## src/rtl/cache_pkg.sv

```systemverilog
// Shared definitions for the data cache and its miss-handling sequencer.
package cache_pkg;

    localparam int LINE_WORDS = 4;
    localparam int WORD_W     = 32;
    localparam int ADDR_W     = 32;
    localparam int BYTE_OFF_W = 2;                     // byte offset inside a word
    localparam int BEAT_W     = 2;                     // word index inside a line
    localparam int OFFSET_W   = BEAT_W + BYTE_OFF_W;   // byte offset inside a line
    localparam int TAG_W      = ADDR_W - OFFSET_W;     // line base address width

    // Word 0 sits in the least significant slot.
    typedef logic [LINE_WORDS-1:0][WORD_W-1:0] line_t;

    typedef enum logic [2:0] {
        IDLE,
        EVAL,
        WRITEBACK,
        FETCH,
        UPDATE
    } cache_ctrl_state_t;

    // Byte address of one beat of a line.
    function automatic logic [ADDR_W-1:0] beat_addr(input logic [TAG_W-1:0]  base,
                                                    input logic [BEAT_W-1:0] beat);
        return {base, beat, {BYTE_OFF_W{1'b0}}};
    endfunction

endpackage

```

## src/rtl/cache_controller.sv

```systemverilog
// Miss-handling sequencer: stalls the CPU on a cacheable miss, writes back a
// dirty victim, fetches the missing line beat by beat and strobes the install.
//
// Memory handshake: a beat is offered while mem_req is high; mem_addr,
// mem_we and mem_wdata are registered and held until the edge on which
// mem_ack is sampled high, which completes the beat (write accepted or
// mem_rdata valid). mem_ack while mem_req is low is ignored.
module cache_controller
    import cache_pkg::*;
(
    input  logic              CLK,
    input  logic              RESET,
    input  logic              MEM_READ2,
    input  logic              MEM_WRITE2,
    input  logic [ADDR_W-1:0] addr,
    input  logic              hit,
    input  logic              miss,
    input  logic              addr_is_io,
    input  logic              evict,
    input  logic [ADDR_W-1:0] evicted_addr,
    input  line_t             wb_line,
    output line_t             fill_line,
    output logic              update,
    output logic              stall,
    output logic              mem_req,
    output logic              mem_we,
    output logic [ADDR_W-1:0] mem_addr,
    output logic [WORD_W-1:0] mem_wdata,
    input  logic [WORD_W-1:0] mem_rdata,
    input  logic              mem_ack
);

    cache_ctrl_state_t state, state_next;
    logic [BEAT_W-1:0] beat, beat_next;
    logic [TAG_W-1:0]  victim_tag, victim_tag_next;
    line_t             victim_line, victim_line_next;

    logic access, start, ack, last_beat;

    // hit is implied by !miss; the low address bits never leave the line.
    logic unused_ok;
    assign unused_ok = &{1'b0, hit, addr[OFFSET_W-1:0], evicted_addr[OFFSET_W-1:0]};

    assign access    = MEM_READ2 | MEM_WRITE2;
    assign start     = miss & access & ~addr_is_io;
    assign ack       = mem_ack & mem_req;
    assign last_beat = (beat == BEAT_W'(LINE_WORDS - 1));

    // State register.
    always_ff @(posedge CLK) begin
        if (RESET) state <= IDLE;
        else       state <= state_next;
    end

    // Next state, beat counter and victim latch selection.
    always_comb begin
        state_next       = state;
        beat_next        = beat;
        victim_tag_next  = victim_tag;
        victim_line_next = victim_line;
        case (state)
            IDLE: if (start) state_next = EVAL;
            EVAL: begin
                beat_next = '0;
                if (evict) begin
                    victim_tag_next  = evicted_addr[ADDR_W-1:OFFSET_W];
                    victim_line_next = wb_line;
                    state_next       = WRITEBACK;
                end else begin
                    state_next = FETCH;
                end
            end
            WRITEBACK: if (ack) begin
                beat_next = beat + 1'b1;
                if (last_beat) state_next = FETCH;
            end
            FETCH: if (ack) begin
                beat_next = beat + 1'b1;
                if (last_beat) state_next = UPDATE;
            end
            UPDATE:  state_next = IDLE;
            default: state_next = IDLE;
        endcase
    end

    // Datapath: beat counter, victim latch, line buffer and registered memory port.
    always_ff @(posedge CLK) begin
        if (RESET) begin
            beat        <= '0;
            victim_tag  <= '0;
            victim_line <= '0;
            fill_line   <= '0;
            mem_req     <= 1'b0;
            mem_we      <= 1'b0;
            mem_addr    <= '0;
            mem_wdata   <= '0;
        end else begin
            beat        <= beat_next;
            victim_tag  <= victim_tag_next;
            victim_line <= victim_line_next;
            if (state == FETCH && ack) fill_line[beat] <= mem_rdata;
            mem_req <= (state_next == WRITEBACK) || (state_next == FETCH);
            mem_we  <= (state_next == WRITEBACK);
            if (state_next == WRITEBACK) begin
                mem_addr  <= beat_addr(victim_tag_next, beat_next);
                mem_wdata <= victim_line_next[beat_next];
            end else if (state_next == FETCH) begin
                mem_addr  <= beat_addr(addr[ADDR_W-1:OFFSET_W], beat_next);
            end
        end
    end

    // Outputs decoded from state; the miss-detect cycle stalls before EVAL is entered.
    always_comb begin
        update = (state == UPDATE);
        stall  = (state != IDLE) || start;
    end

endmodule

```

## config.mk

```make
export PLATFORM = sky130hd
export DESIGN_NAME = cache_controller
export DESIGN_NICKNAME = d
export VERILOG_FILES = /design/src/rtl/cache_pkg.sv /design/src/rtl/cache_controller.sv
export SDC_FILE = /design/constraint.sdc
export NUM_CORES = 1
export LEC_CHECK = 0
export ABC_AREA = 1
export CORE_AREA = 2 2 229 231
export DETAILED_ROUTE_END_ITERATION = 8
export DIE_AREA = 0 0 231 233
export PLACE_DENSITY = 0.58
export SYNTH_ARGS = -nofsm -noshare
export SYNTH_HDL_FRONTEND = slang
export SYNTH_SLANG_ARGS = --single-unit
```

## constraint.sdc

```tcl
create_clock -name CLK -period 2.7 [get_ports CLK]
set_input_delay 0.54 -clock CLK [delete_from_list [all_inputs] [get_ports CLK]]
set_output_delay 0.54 -clock CLK [all_outputs]
set_load 0.005 [all_outputs]
```

* Word level (Yosys, flattened, before mapping)
Index checks and enable logic that the tools add are counted.
** Cells by class
- Add/subtract/negate cells :: 1
- Magnitude comparators :: 3
- Equality and inequality tests :: 7
- Muxes and demuxes :: 20
- Bitwise gates (word level) :: 5
- Reductions and logical operators :: 8
** Operators by type and width (number)
- two-way mux 128 bit :: 2
- bitwise mux 128 bit :: 1
- two-way mux 32 bit :: 4
- binary-select mux 32 bit (select 2 bit) :: 1
- demux 32 bit (select 2 bit) :: 1
- two-way mux 28 bit :: 2
- two-way mux 3 bit :: 5
- equality test 3 x 2 -> 1 bit (second input constant) :: 4
- one-hot mux 3 bit (4 select lines) :: 1
- < comparator 2 x 3 -> 1 bit (second input constant) :: 2
- one-hot mux 2 bit (2 select lines) :: 1
- bitwise AND 1 bit :: 3
- equality test 3 x 1 -> 1 bit (second input constant) :: 1
- equality test 3 bit (second input constant) :: 1
- zero test 3 bit :: 1
- nonzero test 3 bit :: 1
- adder 2 x 1 -> 2 bit (second input constant) :: 1
- equality test 2 bit (second input constant) :: 1
- greater-or-equal comparator 2 x 1 -> 1 bit (second input constant) :: 1
- logical AND 1 bit :: 2
- logical OR 1 bit :: 2
- two-way mux 2 bit :: 1
- nonzero test 2 bit :: 1
- OR reduction 2 bit :: 1
- 3 further kinds :: 3
** Word-level totals
- Register bits :: 353
- Bits of input ports :: 233
- Output and inout bits :: 196
- Word-level logic and storage cells :: 59

* Longest topological paths before layout
Gate-level depths: netlist of run 1.
- Depth in word-level cells :: 8
- Depth in mapped cells :: 13
- Gate-level depth less buffers :: 12

* Least setup slack after synthesis of run 1
OpenSTA, ideal clock, no wires.
- Path kind :: input to register
- Start :: input port mem_ack
- End :: register mem_wdata[10]
- Setup time :: 0.109 ns
- Arrival time :: 1.631 ns
- Data required time :: 2.591 ns
- Path slack :: 0.960 ns
- Cell stages on the path :: 12
- Buffers on the path :: 1
- Path through :: nand2_1 nor2_1 inv_1 nand2_1 o21ai_4 nor2_4 nand2_4 inv_2 buf_4 nand3_1 nand2_1 inv_1
** Between the ends
- Word-level cells in the longest chain between the ends :: 5
- Elaborated cells between the ends (all ways) :: 9
- Classes of those cells :: eq/ne (1); mux (7); bitwise (1)
** RTL lines
- from (decl) :: RTL line cache_controller.sv:30 : input logic mem_ack
- bitwise AND 1 bit (*) :: RTL line cache_controller.sv:46 : assign ack = mem_ack & mem_req;
- two-way mux 2 bit :: RTL line cache_controller.sv:73, cache_controller.sv:77
- one-hot mux 2 bit (2 select lines) :: RTL line cache_controller.sv:61 : case (state)
- binary-select mux 32 bit (select 2 bit) :: RTL line cache_controller.sv:106 : mem_wdata <= victim_line_next[beat_next];
- two-way mux 32 bit (implied by the code) :: RTL line cache_controller.sv:106
- to (signal assigned) :: RTL line cache_controller.sv:106
- to (decl) :: RTL line cache_controller.sv:28 : output logic [WORD_W-1:0] mem_wdata,
Mark *: on every way between the ends. The rest lies on a longest branch, timed or not. The select of a mux whose other input is x is not followed.
A chain may end at the register's enable or synchronous reset.

* Worst setup path after layout of run 1
- Start :: register state[0]
- End :: output port stall
** Between the ends
- Word-level cells in the longest chain between the ends :: 2
** RTL lines
- from (decl) :: RTL line cache_controller.sv:33 : cache_ctrl_state_t state, state_next;
- from (signal assigned) :: RTL line cache_controller.sv:52 : else state <= state_next;
- nonzero test 3 bit :: RTL line cache_controller.sv:116 : stall = (state != IDLE) || start;
- logical OR 1 bit :: RTL line cache_controller.sv:116
- to (decl) :: RTL line cache_controller.sv:24 : output logic stall,
Every way passes these cells.

==> results of run 1 <==
[worst max-delay path: stages (launching register included)]
cell and delay (ps):
dfxtp_2 360, inv_1 80, nand2_1 70, nor2_1 250
o21ai_0 170, clkdlybuf4s50_1 470
[registers in the layout, summed over array words and instances, names as in the netlist, 2 cells and up]
register     cells
fill_line      128
victim_line    128
mem_wdata       32
mem_addr        30
victim_tag      28
state            3
beat             2
[final timing paths]
| check | start | end | slack (ps) | depth (start not counted) |
|---|---|---|---|---|
| hold / removal | fill_line[89] | fill_line[89] | 440 | 2 |
| setup reg to reg | beat[0] | mem_wdata[17] | 500 | 11 |
| setup / recovery | state[0] | stall | 200 | 5 |
| hold reg to reg | fill_line[89] | fill_line[89] | 440 | 2 |
[kinds of logic after synthesis]
logic type               synth area share, %
other                                 0.0247
AO/OA/AOI/OAI                           14.1
adder cells (fa/ha/maj)                0.330
flip-flops                              46.5
buffers and inverters                   14.3
AND/OR/NAND/NOR                         24.7
[layout make-up]
type	instances	area, um^2	share of cell area, %
antenna	2	5.00	0.0235
clock buffer	58	1190	5.59
clock inverter	14	184	0.862
inverter	386	1450	6.80
multi-input combinational	1306	5980	28.0
sequential	353	7070	33.1
tap	680	851	3.99
timing repair buffer	458	4600	21.6
[cells in the mapped netlist, drive strengths merged]
library cell and n:
a21oi 158, buf 70, clkbuf 87, conb 1, dfxtp 353, ha 4, inv 386, nand2 412
nand3 178, nand4 64, nor2 217, o21ai 253, o21bai 9, or2 9
[metal layers]
layer,global-route usage (%),vias up,routed length [um]
met5,0,-,57
li1,-,7566,-
met3,3.81,99,3300
met1,23.0,6756,22200
met4,7.14,8,1640
met2,31.1,490,23900
[power breakdown]
part	total, mW	internal, mW	switching, mW
clock network	5.71	3.46	2.25
logic	1.96	0.862	1.10
registers	5.49	5.40	0.0911
[metrics by stage]
| stage | cell area, um^2 | instances | util, % | hold WS, ps | worst slack [ps] |
|---|---|---|---|---|---|
| global route | 21300 | 3256 | 41.8 | 463 | 58.0 |
| floorplan | 15200 | 2202 | - | 424 | 960 |
| detailed placement | 20000 | 3183 | 39.1 | 435 | 89.4 |
| CTS | 21300 | 3255 | 41.7 | 442 | 113 |
| global placement | 20000 | 3183 | 39.1 | 430 | 134 |
| finish | 21300 | 3257 | 41.8 | 439 | 197 |
==> flow_summary.json, run 1 <==
{
  "outcome": "completed",
  "mostFrequentLayoutCell": "clkdlybuf4s50_1",
  "drtIter0Drc": 1000,
  "synthTopCellsByArea": "dfxtp_1, nand2_1, inv_1, o21ai_0, nand3_1",
  "drt_pre_antenna_iters": 5,
  "max_freq_ghz": 0.399,
  "cts.sink_count": 353,
  "grt_overflow": 0,
  "crit_path_max_fanout": 5,
  "seq_area_frac_synth_pct": 46.5,
  "detail_route.vias_per_cell": 4.58,
  "synth_area_leader_cell": "dfxtp_1",
  "fin_nets": 2784,
  "clk_path_buf_depth": 3,
  "hold_violations": 0,
  "place_hpwl_um": 34200,
  "finClkSkew_ps": 14.3,
  "setup_viol": 0,
  "cts_max_level": 2,
  "grt_pass1_wl_um": 78800,
  "drc": 0,
  "period_share_pct": 92.7,
  "grt_pass1_vias": 14283,
  "placementRows": 83,
  "fillerInstances": 5277,
  "area_delta_synth_final_pct": 40.5,
  "cts_buffers": 42,
  "finalSetupTns_ps": 0,
  "yosys_warnings": 0,
  "end_kind": "primary output",
  "synth_cells": 2201,
  "clk_pin_slew_ps": 60,
  "fp.dieW_um": 231,
  "wl_per_cell_um": 15.7,
  "netlist_area_mm2": 0.0152,
  "drv_slew": 0,
  "wl_um": 51100,
  "detail-route-antenna-nets": 0,
  "power-per-cell-area_mw_per_mm2": 617,
  "synth_area_per_cell_um2": 6.90,
  "drv_cap": 0,
  "port_buffers": 417,
  "drive_gt1_share_pct": 5.32,
  "startpoint_type": "register",
  "synthDistinctLibCells": 27,
  "max-vdd-ir-drop_mv": 0.418,
  "io_pins": 429,
  "root_buffer": "clkbuf_16",
  "worstPathRequired_ps": 2160,
  "vias": 14919,
  "timing.final.crit_period_ps": 2500,
  "grt_max_degree": 144,
  "hold_class": "reg2reg",
  "antenna_found_initial": 6,
  "leakagePower_nw": 9.09,
  "tightest_slew_ps": 884,
  "coreArea_mm2": 0.0511,
  "rsz0062_at_grt": "no",
  "grt.total_usage_pct": 18.4,
  "critical_path_class": "reg2out",
  "synth_top_area_share_pct": 46.5,
  "place_congestion": 0.832,
  "p_total_mw": 13.2,
  "cts_tree": "yes",
  "hold_buffers": 0,
  "initial_core_util_pct": 29.7,
  "cts-resized-gates": 0,
  "clock_latency_ps": 560,
  "ys_seq_elements": 353,
  "die_height_um": 233,
  "slew_headroom_pct": 41.1,
  "dieArea_mm2": 0.0538,
  "arrival_ps": 1960,
  "post-cts-setup-buffers": 0,
  "layout_common_cells": "clkdlybuf4s50_1, nand2_1, inv_1, dfxtp_1, nor2_1"
}
No activity file was read; power rests on OpenSTA's default activity.
==> run 2: changes to the inputs <==
ABC_AREA = not set   (was 1)
CORE_AREA = 2 2 221 223   (was 2 2 229 231)
DIE_AREA = 0 0 223 225   (was 0 0 231 233)
PLACE_DENSITY = 0.59   (was 0.58)
TNS_END_PERCENT = 50   (was not set)
==> flow_summary.json, run 2 <==
{
  "grt.total_usage_pct": 19.1,
  "hold_violations": 0,
  "detail-route-antenna-nets": 0,
  "grt_overflow": 0,
  "mostFrequentLayoutCell": "nand2_1",
  "cts.sink_count": 353,
  "port_buffers": 417,
  "timing.final.crit_period_ps": 2610,
  "post-cts-setup-buffers": 0,
  "min_to": "state[0]",
  "grt_pass1_vias": 13182,
  "synthDistinctLibCells": 52,
  "hold_class": "in2reg",
  "synth_cells": 1758,
  "detail_route.vias_per_cell": 4.92,
  "drv_cap": 0,
  "end_kind": "primary output",
  "root_buffer": "clkbuf_16",
  "yosys-top-cells-count": "nand2_1, dfxtp_1, a21oi_1, and3_1, clkbuf_1",
  "rsz0062_at_grt": "no",
  "dieArea_mm2": 0.0502,
  "drt_pre_antenna_iters": 5,
  "placed_area_mm2": 0.0189,
  "drtIter0Drc": 770,
  "synth_top_area_share_pct": 49.9,
  "async_flop_share_pct": 0,
  "regToRegStartpoint": "state[0]",
  "grt_pass1_wl_um": 75500,
  "slew_headroom_pct": 38.0,
  "synth_edf_count": 0,
  "max-vdd-ir-drop_mv": 0.351,
  "max_freq_ghz": 0.384,
  "outcome": "completed",
  "leakagePower_nw": 7.31,
  "whs_path_depth": 2,
  "fin_nets": 2347,
  "worstReg2RegEnd": "mem_addr[30]",
  "hold_buffers": 0,
  "antenna_found_initial": 7,
  "place_congestion": 0.811,
  "final_area_mm2": 0.0202,
  "ff2ff_path_depth": 6,
  "synth_area_leader_cell": "dfxtp_1",
  "seq_area_frac_synth_pct": 49.9,
  "grt_max_degree": 88,
  "clk_path_buf_depth": 3,
  "register_area_mm2": 0.00707,
  "hp-start": "RESET",
  "finalSetupTns_ps": 0,
  "drv_slew": 0,
  "layout_common_cells": "nand2_1, clkdlybuf4s50_1, dfxtp_1, a21oi_1, and3_1",
  "period_share_pct": 96.6,
  "multi_input_area_mm2": 0.00631,
  "crit_path_max_fanout": 2,
  "reg_top3": "fill_line x128, victim_line x128, mem_wdata x32",
  "cts_tree": "yes",
  "fillerInstances": 4764,
  "finClkSkew_ps": 21.1,
  "setup_viol": 0,
  "placementRows": 80,
  "worstPathRequired_ps": 2160,
  "critical_path_class": "in2out",
  "die_height_um": 225,
  "clock_latency_ps": 560,
  "netlist_area_mm2": 0.0142,
  "synthTopCellsByArea": "dfxtp_1, nand2_1, a21oi_1, and3_1, a21boi_0",
  "clk_pin_slew_ps": 60,
  "r2r_slack_ps": 530,
  "area_delta_synth_final_pct": 42.9,
  "synth_most_common_cell": "nand2_1",
  "place_hpwl_um": 33400,
  "tightest_slew_ps": 929,
  "drive_gt1_share_pct": 5.71,
  "synth_ff_type": "dfxtp_1",
  "io_pins": 429,
  "startpoint_type": "input port",
  "initial_core_util_pct": 29.8,
  "ys_seq_elements": 353,
  "synth_area_per_cell_um2": 8.05,
  "coreArea_mm2": 0.0475,
  "vias": 13555,
  "cts_max_level": 2,
  "wl_um": 49600,
  "cts_buffers": 41,
  "fp.dieW_um": 223,
  "arrival_ps": 2070,
  "power-per-cell-area_mw_per_mm2": 580,
  "wl_per_cell_um": 18.0,
  "drc": 0,
  "yosys_warnings": 0
}
[run 2: cell types whose count changed after synthesis, moves of 128 or more]
cell and delta:
o21ai_0 -186, nand2_1 +176, nor2_1 -195, inv_1 -378
a21oi_1 +128, nand3_1 -145
[run 2: timing repair]
item,4_1_cts,5_1_grt
hold endpoints to repair,0,0
setup endpoints to repair,1,1
gates resized for setup,1,1
[run 2: how the worst max path moves through the flow]
stage / to / start
floorplan: victim_line[0] / RESET
global placement: stall / MEM_READ2
detailed placement: stall / MEM_READ2
CTS: stall / state[2]
global route: stall / MEM_READ2
finish: stall / MEM_READ2
[run 2: area by class of cell]
type | count | share of cell area [%]
diodes | 2 | 0.0248
inverters | 4 | 0.0743
clock inverters | 12 | 0.724
multi-input cells | 1252 | 31.2
repair buffers | 458 | 23.5
well taps | 615 | 3.81
flip-flops and latches | 353 | 35.0
clock buffers | 59 | 5.71
[run 2: critical path: stages]
cell and delay (ps):
clkdlybuf4s50_1 450, nor2_1 130, nor3b_1 70, or4_1 410
clkdlybuf4s50_1 460
[run 2: power breakdown]
group / internal [mW] / switching (mW) / total (mW) / leakage [nW]
clock network: 3.25 / 2.22 / 5.47 / 0.642
logic: 0.491 / 0.425 / 0.917 / 3.82
registers: 5.30 / 0.0473 / 5.35 / 2.85
total: 9.04 / 2.69 / 11.7 / 7.31
[run 2: stage by stage]
stage | cells | setup WS (ps) | util, % | hold slack (ps) | total power [mW]
2_1_floorplan | 1759 | 921 | - | 432 | 5.80
3_3_place_gp | 2682 | 63.2 | 39.8 | 437 | 6.37
3_5_place_dp | 2682 | 54.8 | 39.8 | 442 | 6.38
4_1_cts | 2753 | 7.95 | 42.5 | 277 | 11.9
5_1_grt | 2753 | 2.52 | 42.5 | 310 | 12.2
6_report | 2755 | 93.1 | 42.5 | 314 | 11.7
[run 2: cells by family after synthesis]
group	after synthesis	synth area share (%)
AOI/OAI and AO/OA	507	21.6
other	1	0.0265
adders and majority gates	4	0.354
DFF	353	49.9
buffers and inverters	154	5.85
and+or+nand+nor	738	22.1
xor gates and xnor gates	1	0.0619
[run 2: routing by layer]
layer	vias to the layer above	track usage (%)	part of all wire, %
li1	6637	-	-
met1	6342	22.9	42
met2	480	32.7	47
met3	88	6.10	8.4
met4	8	5.59	2.5
met5	-	0	0.095
==> run 3: changes to the inputs <==
RECOVER_POWER = 50   (was not set)
==> flow_summary.json, run 3 (synthesis gave the netlist of run 2 again) <==
{
  "wl_um": 49800,
  "clk_path_buf_depth": 3,
  "hp-start": "RESET",
  "cts.sink_count": 353,
  "seqPwrFrac_pct": 45.6,
  "critical_path_class": "in2out",
  "power-per-cell-area_mw_per_mm2": 582,
  "whs_path_depth": 2,
  "die_height_um": 225,
  "port_buffers": 417,
  "combPwrFrac_pct": 7.7,
  "leakagePower_nw": 7.75,
  "grt_max_degree": 88,
  "cts_max_level": 2,
  "drive_gt1_share_pct": 5.38,
  "r2r_slack_ps": 180,
  "clkPwrFrac_pct": 46.7,
  "detail_route.vias_per_cell": 4.92,
  "sw_frac_of_total_pct": 22.9,
  "drc": 0,
  "max_stage_delay_ps": 460,
  "cts-resized-gates": 1,
  "arrival_ps": 2070,
  "clk_pin_slew_ps": 60,
  "outcome": "completed",
  "place_hpwl_um": 33400,
  "area_delta_synth_final_pct": 42.2,
  "cpMaxStageDelayCell": "clkdlybuf4s50_1",
  "grt_pass1_wl_um": 75500,
  "io_pins": 429,
  "grt_pass1_vias": 13182,
  "p_total_mw": 11.7,
  "drtIter0Drc": 741,
  "ff2ff_path_depth": 6,
  "vias": 13572,
  "fp.dieW_um": 223,
  "grt_overflow": 0,
  "crit_chain": "clkdlybuf4s50_1 > nor2_1 > nor3b_1 > or4_1 > clkdlybuf4s50_1",
  "antenna_found_initial": 7,
  "dieArea_mm2": 0.0502,
  "worstReg2RegEnd": "fill_line[119]",
  "drt_pre_antenna_iters": 5,
  "tightest_slew_ps": 940,
  "finalSetupTns_ps": 0,
  "clock_latency_ps": 560,
  "hold_class": "in2reg",
  "hold_violations": 0,
  "drv_cap": 0,
  "detail-route-antenna-nets": 0,
  "p_sw_mw": 2.69,
  "slew_headroom_pct": 37.3,
  "fin_nets": 2347,
  "cts_tree": "yes",
  "drv_slew": 0,
  "crit_path_max_fanout": 2,
  "initial_core_util_pct": 29.8,
  "regToRegStartpoint": "beat[0]",
  "period_share_pct": 96.8,
  "rsz0062_at_grt": "no",
  "hold_buffers": 0,
  "max-vdd-ir-drop_mv": 0.347,
  "placementRows": 80,
  "post-cts-setup-buffers": 0,
  "max_freq_ghz": 0.383,
  "wl_per_cell_um": 18.1,
  "p_int_mw": 9.03,
  "end_kind": "primary output",
  "grt.total_usage_pct": 19.1,
  "min_to": "state[0]",
  "startpoint_type": "input port",
  "place_congestion": 0.811,
  "mostFrequentLayoutCell": "nand2_1",
  "reg_top3": "fill_line x128, victim_line x128, mem_wdata x32",
  "setup_viol": 0,
  "layout_common_cells": "nand2_1, dfxtp_1, a21oi_1, clkdlybuf4s50_1, dlygate4sd3_1",
  "worstPathRequired_ps": 2160,
  "finClkSkew_ps": 21.7,
  "crit_top_cell": "clkdlybuf4s50_1",
  "root_buffer": "clkbuf_16",
  "coreArea_mm2": 0.0475,
  "timing.final.crit_period_ps": 2610,
  "cts_buffers": 41
}
==> run 3: cell count changes in the layout (fill, tap and decap cells not counted), moves of 3 or more <==
cell             previous run  this run
buf_4                      20        15
dlygate4sd3_1               0       134
clkbuf_1                   12        15
clkbuf_2                    0         5
clkdlybuf4s50_1           416       282
buf_12                     21        16
==> run 3: how the worst max path moves through the flow <==
stage                   start        endpoint  slack [ps]
floorplan               RESET  victim_line[0]         920
global placement    MEM_READ2           stall          60
detailed placement  MEM_READ2           stall          50
CTS                  state[2]           stall           8
global route        MEM_READ2           stall           3
finish              MEM_READ2           stall          90
==> run 3: per-layer routing <==
layer	GRT usage, %	wire, um	vias up
met5	0	47	-
met4	5.59	1240	8
met3	6.10	4070	88
met2	32.7	23500	433
met1	22.9	20900	6403
li1	-	-	6640
==> run 3: layout make-up <==
cell class / instances / area, um^2
antenna: 3 / 7.51
clock buffer: 59 / 1150
clock inverter: 12 / 146
multi-input combinational: 1252 / 6290
inverter: 4 / 15.0
tap: 615 / 769
sequential: 353 / 7070
timing repair buffer: 458 / 4660
fill: 4778 / 27400
==> run 3: worst max-delay path: cells and delay by family <==
kind	cells	cell delay, ps
and+or+nand+nor	3	610
buffers and inverters	2	910
==> run 3: metrics by stage <==
stage | area, um^2 | worst slack [ps] | instances | util (%) | hold slack, ps
5_1_grt | 20100 | 2.50 | 2753 | 42.3 | 310
3_3_place_gp | 18900 | 63.2 | 2682 | 39.8 | 437
3_5_place_dp | 18900 | 54.8 | 2682 | 39.8 | 442
6_report | 20100 | 87.2 | 2756 | 42.3 | 314
4_1_cts | 20200 | 7.95 | 2753 | 42.5 | 277
2_1_floorplan | 14200 | 921 | 1759 | - | 432
==> run 3: power by group through the flow <==
| stage | clock, mW | combinational [mW] | sequential, mW |
|---|---|---|---|
| floorplan | 0 | 0.350 | 5.45 |
| global placement | 0 | 0.914 | 5.46 |
| detailed placement | 0 | 0.921 | 5.46 |
| CTS | 5.64 | 0.927 | 5.35 |
| global route | 5.83 | 0.976 | 5.35 |
| finish | 5.47 | 0.903 | 5.35 |
==> RTL edit 1, RTL diff (settings of run 1) <==
Take the reset off `victim_tag` and load it in a clocked block of its own.
--- a/src/rtl/cache_controller.sv
+++ b/src/rtl/cache_controller.sv
@@ -88,5 +88,4 @@
         if (RESET) begin
             beat        <= '0;
-            victim_tag  <= '0;
             victim_line <= '0;
             fill_line   <= '0;
@@ -97,5 +96,4 @@
         end else begin
             beat        <= beat_next;
-            victim_tag  <= victim_tag_next;
             victim_line <= victim_line_next;
             if (state == FETCH && ack) fill_line[beat] <= mem_rdata;
@@ -111,4 +109,8 @@
     end
 
+    always_ff @(posedge CLK) begin
+        victim_tag <= victim_tag_next;
+    end
+
     // Outputs decoded from state; the miss-detect cycle stalls before EVAL is entered.
     always_comb begin
Function: no difference found for any inputs over 4 cycles, from zero or initial values and one cycle with RESET high; that may be too few to reach the edited logic, so the function may still have changed.
==> RTL edit 1 against run 1 <==
- worst setup slack gained 0.093 ns
- total power grew 0.56%
- routed wire length down 0.40%
- register-to-register slack better by 0.07 ns
- synthesized cell count rose by 0.27%
- cell area down 0.11%
- synthesized area shrank 0.89%
- sequential cell count unchanged
- critical path type unchanged
- highest routed layer unchanged
==> RTL edit 1: results (changes against run 1) <==
metric,value,unit,change
startpoint of the tightest hold check path,RESET,,
Psw,0.00350,W,+1.9%
final core utilization,41.7,%,-0.044 points
path category of the worst min-delay check,in -> reg,,
Clock Skews,0.0232,ns,+0.00889 ns
headroom to the max-slew limit,46.8,%,+5.7 points
Compound-Gate Fraction of Synth Area,11.0,%,-3.1 points
met2 GRT Util,31.2,%,+0.10 points
clock insertion delay at the later pin of the skew report,0.56,ns,about the same
peak supply drop,399,uV,-4.7%
dpl cell area,20000,um^2,about the same
GR Layer Usage met1,22.7,%,-0.34 points
Leak,9.50,nW,+4.5%
number of unique standard cell types used by synthesis,25,,-7.4%
post-detailed-route via-to-cell ratio,4.53,,-1.2%
reg-to-reg startpoint,state[0]$_SDFF_PP0_,,
reg2reg setup slack,0.57,ns,+0.07 ns
met3 layer usage reported by global route,3.97,%,+0.16 points
cells taking the most area after synthesis,"dfxtp_1, nand2_1, inv_1",,
hold-critical path endpoint,victim_line[27]$_SDFF_PP0_,,
initial antenna violation count,9,,+3
wire length of the first global-routing pass,79000,um,+0.31%
"Avg Cell Area, Syn",6.82,um^2,-1.2%
non-clock inverter instance count of the final layout,370,,-4.1%
total length of routed met2 wires,24300,um,+1.7%
number of nets in the finished design,2796,,+0.43%
weighted congestion at the end of routability-driven global placement,0.822,,-1.1%
Multi-In Gates,1333,,+2.1%
total length of routed met3 wires,2900,um,-12%
Plain + repair buffers,460,,+0.44%
Signal buf overhead,22.1,%,+0.52 points
length of routed wiring on met1,22000,um,-0.89%
Worst Reg-to-Reg Cells,10,,-1
fill cell total of the finished layout,5249,,-0.53%
CTS-repair resized insts,1,,+1
count of placed standard cells including taps,3196,,+0.41%
drt first-iter violations,888,,-11%
routed vias,14832,,-0.58%
worst reg2reg path endpoint,mem_wdata[7]$_SDFFE_PP0N_,,
sequential cell area share,33.2,%,+0.035 points
cell types with the highest counts after synthesis,"nand2_1, inv_1, dfxtp_1",,
global routing usage summed across all routing layers,18.4,%,about the same
number of antenna cells inserted,7,,+5
Final clock-cell share,6.21,%,-0.25 points
outcome,finished clean,,
fraction of the mapped netlist area in adder cells,0.332,%,+0.0030 points
Critical Path Max Stage Delay,0.59,ns,+0.12 ns
post-route worst hold slack,0.287,ns,-0.151 ns
number of clock buffer instances in the layout,63,,+8.6%
fraction of area in multi-input gates,27.9,%,-0.094 points
sum of net half-perimeters after detailed placement,34800,um,+1.5%
part of the Yosys area used for sequential elements,46.9,%,+0.42 points
maximum fanout along the worst path,16,,+11
fraction of layout cells with a size suffix above 1,5.14,%,-0.19 points
largest net degree at the start of global routing,148,,+2.8%
RTL edit 1: power groups by stage:
stage	combinational [W]	clock, W	sequential [W]
2_1_floorplan	0.00112	0	0.00574
3_3_place_gp	0.00204	0	0.00576
3_5_place_dp	0.00206	0	0.00577
4_1_cts	0.00208	0.00569	0.00566
5_1_grt	0.00230	0.00590	0.00568
6_report	0.00206	0.00552	0.00566
RTL edit 1: how the worst max path moves through the flow:
stage | slack, ns | end | cells past startpoint | start
6_report | 0.29 | update | 4 | state[0]$_SDFF_PP0_
5_1_grt | 0.19 | update | 4 | state[0]$_SDFF_PP0_
4_1_cts | 0.07 | stall | 7 | miss
3_5_place_dp | -0.05 | stall | 5 | MEM_WRITE2
3_3_place_gp | -0.04 | stall | 7 | miss
2_1_floorplan | 0.97 | mem_wdata[10]$_SDFFE_PP0N_ | 10 | mem_ack
==> RTL edit 2, RTL diff (flow settings as in run 1) <==
Made on the original files. Change the package constant `LINE_WORDS` from 4 to 2.
--- a/src/rtl/cache_pkg.sv
+++ b/src/rtl/cache_pkg.sv
@@ -2,5 +2,5 @@
 package cache_pkg;
 
-    localparam int LINE_WORDS = 4;
+    localparam int LINE_WORDS = 2;
     localparam int WORD_W     = 32;
     localparam int ADDR_W     = 32;
Ports: changed (resized fill_line and wb_line); port bits go from 429 to 301. The function was not compared with the original's and may differ.
==> RTL edit 2 against run 1 <==
- final cell count is 27% lower
- routed wire length is 36% lower
- worst setup slack better by 0.084 ns
- clock power is 35% lower
- cell area is 35% lower
- first-iteration DRC count is 55% lower
- synthesized area is 38% lower
- total power is 37% lower
- sequential cell count is 128 lower
- hold slack worse by 0.0052 ns
- sequential share of layout area is 0.79 points lower
==> RTL edit 2: results (changes against run 1) <==
metric,value,unit,change
outcome,finished clean,,
Critical Path Max Stage Delay,0.59,ns,+0.12 ns
transition at the pin with the smallest max-transition slack,1.06,ns,+0.181 ns
arrival time reported for the critical path endpoint,1.88,ns,-0.08 ns
reg2reg setup slack,0.74,ns,+0.24 ns
wire length of the first global-routing pass,50100,um,-36%
weighted congestion at the end of routability-driven global placement,0.863,,+3.8%
final critical-path setup slack,0.281,ns,+0.0841 ns
number of nets in the finished design,1833,,-34%
clock insertion delay at the later pin of the skew report,0.55,ns,
worst reg2reg path endpoint,mem_wdata[31]$_SDFFE_PP0N_,,
reg-to-reg startpoint,state[1]$_SDFF_PP0_,,
total length of routed met3 wires,2730,um,-17%
Clock Skews,0.0131,ns,-0.00115 ns
Worst Reg-to-Reg Cells,10,,-1
path category of the worst min-delay check,in -> reg,,
met3 layer usage reported by global route,2.97,%,-0.85 points
Num CTS Buffers,28,,-33%
fraction of the mapped netlist area in adder cells,0.267,%,-0.063 points
number of unique standard cell types used by synthesis,21,,-22%
total length of routed met2 wires,14900,um,-38%
endpoint of the worst setup timing path,stall,,
largest net degree at the start of global routing,90,,-38%
hold-critical path endpoint,mem_addr[16]$_SDFFE_PP0P_,,
Leak,6.05,nW,-33%
per-cell routed wire length,13.8,um,-12%
top flop regs,"fill_line: 64 flops, victim_line: 64 flops, mem_wdata: 32 flops",,
Compound-Gate Fraction of Synth Area,9.66,%,-4.4 points
number of antenna cells inserted,0,,-2
number of buffers added on ports,289,,-31%
initial antenna violation count,4,,-2
global routing usage summed across all routing layers,11.7,%,-6.7 points
clock transition at the registers of the reported paths,0.06,ns,about the same
cells taking the most area after synthesis,"dfxtp_1, nand2_1, nor2_1",,
Synth Warn #,0,,unchanged
GR Layer Usage met1,14.5,%,-8.6 points
drt first-iter violations,446,,-55%
CP Launch Point,miss,,
WHS Path Cells,4,,+2
startpoint of the tightest hold check path,RESET,,
"Avg Cell Area, Syn",6.70,um^2,-2.9%
root buffer cell,clkbuf_16,,
via count of the first global-routing pass,9132,,-36%
maximum fanout along the worst path,2,,-3
dpl cell area,13000,um^2,-35%
count of placed standard cells including taps,2312,,-27%
post-place setup slack,0.140,ns,+0.0502 ns
cell types with the highest counts after synthesis,"nand2_1, nor2_1, dfxtp_1",,
non-filler instance count after layout,2363,,-27%
length of routed wiring on met1,14200,um,-36%
fraction of layout cells with a size suffix above 1,5.29,%,-0.032 points
post-route worst hold slack,0.434,ns,-0.00523 ns
part of the Yosys area used for sequential elements,48.0,%,+1.5 points
H-tree levels,1,,-1
peak supply drop,394,uV,-5.7%
met2 GRT Util,20.1,%,-11 points
biggest area consumer among synthesized cells,dfxtp_1,,
routed vias,9511,,-36%
sum of net half-perimeters after detailed placement,22900,um,-33%
==> RTL edit 2: cell types whose count changed after synthesis, moves of 34 or more <==
cell	change
nand4_1	-46
nor2_1	+59
o21ai_0	-93
nand2_1	+44
inv_1	-280
clkbuf_1	-34
o21ai_1	-42
a21oi_1	-93
dfxtp_1	-128
nand3_1	-129
==> RTL edit 2: final cells by class <==
cell class              instances  area (um^2)
clock buffers                  37          774
clock inverters                14          140
fillers                      5674        37200
inverters                     108          409
multi-input cells             982         4080
flip-flops and latches        225         4500
well taps                     680          851
repair buffers                317         3180
==> RTL edit 2: worst reg2reg max path: cells and delay by family, from the launching register on <==
family | cells | cell delay [ns]
and+or+nand+nor | 6 | 0.70
buffers and inverters | 3 | 0.53
DFF | 1 | 0.47
AOI/OAI and AO/OA | 1 | 0.16
==> RTL edit 2: power breakdown <==
group | switching (W) | internal (W) | leakage [nW]
Sequential | 0.0000590 | 0.00344 | 1.82
Clock | 0.00149 | 0.00221 | 0.451
Combinational | 0.000535 | 0.000517 | 3.77
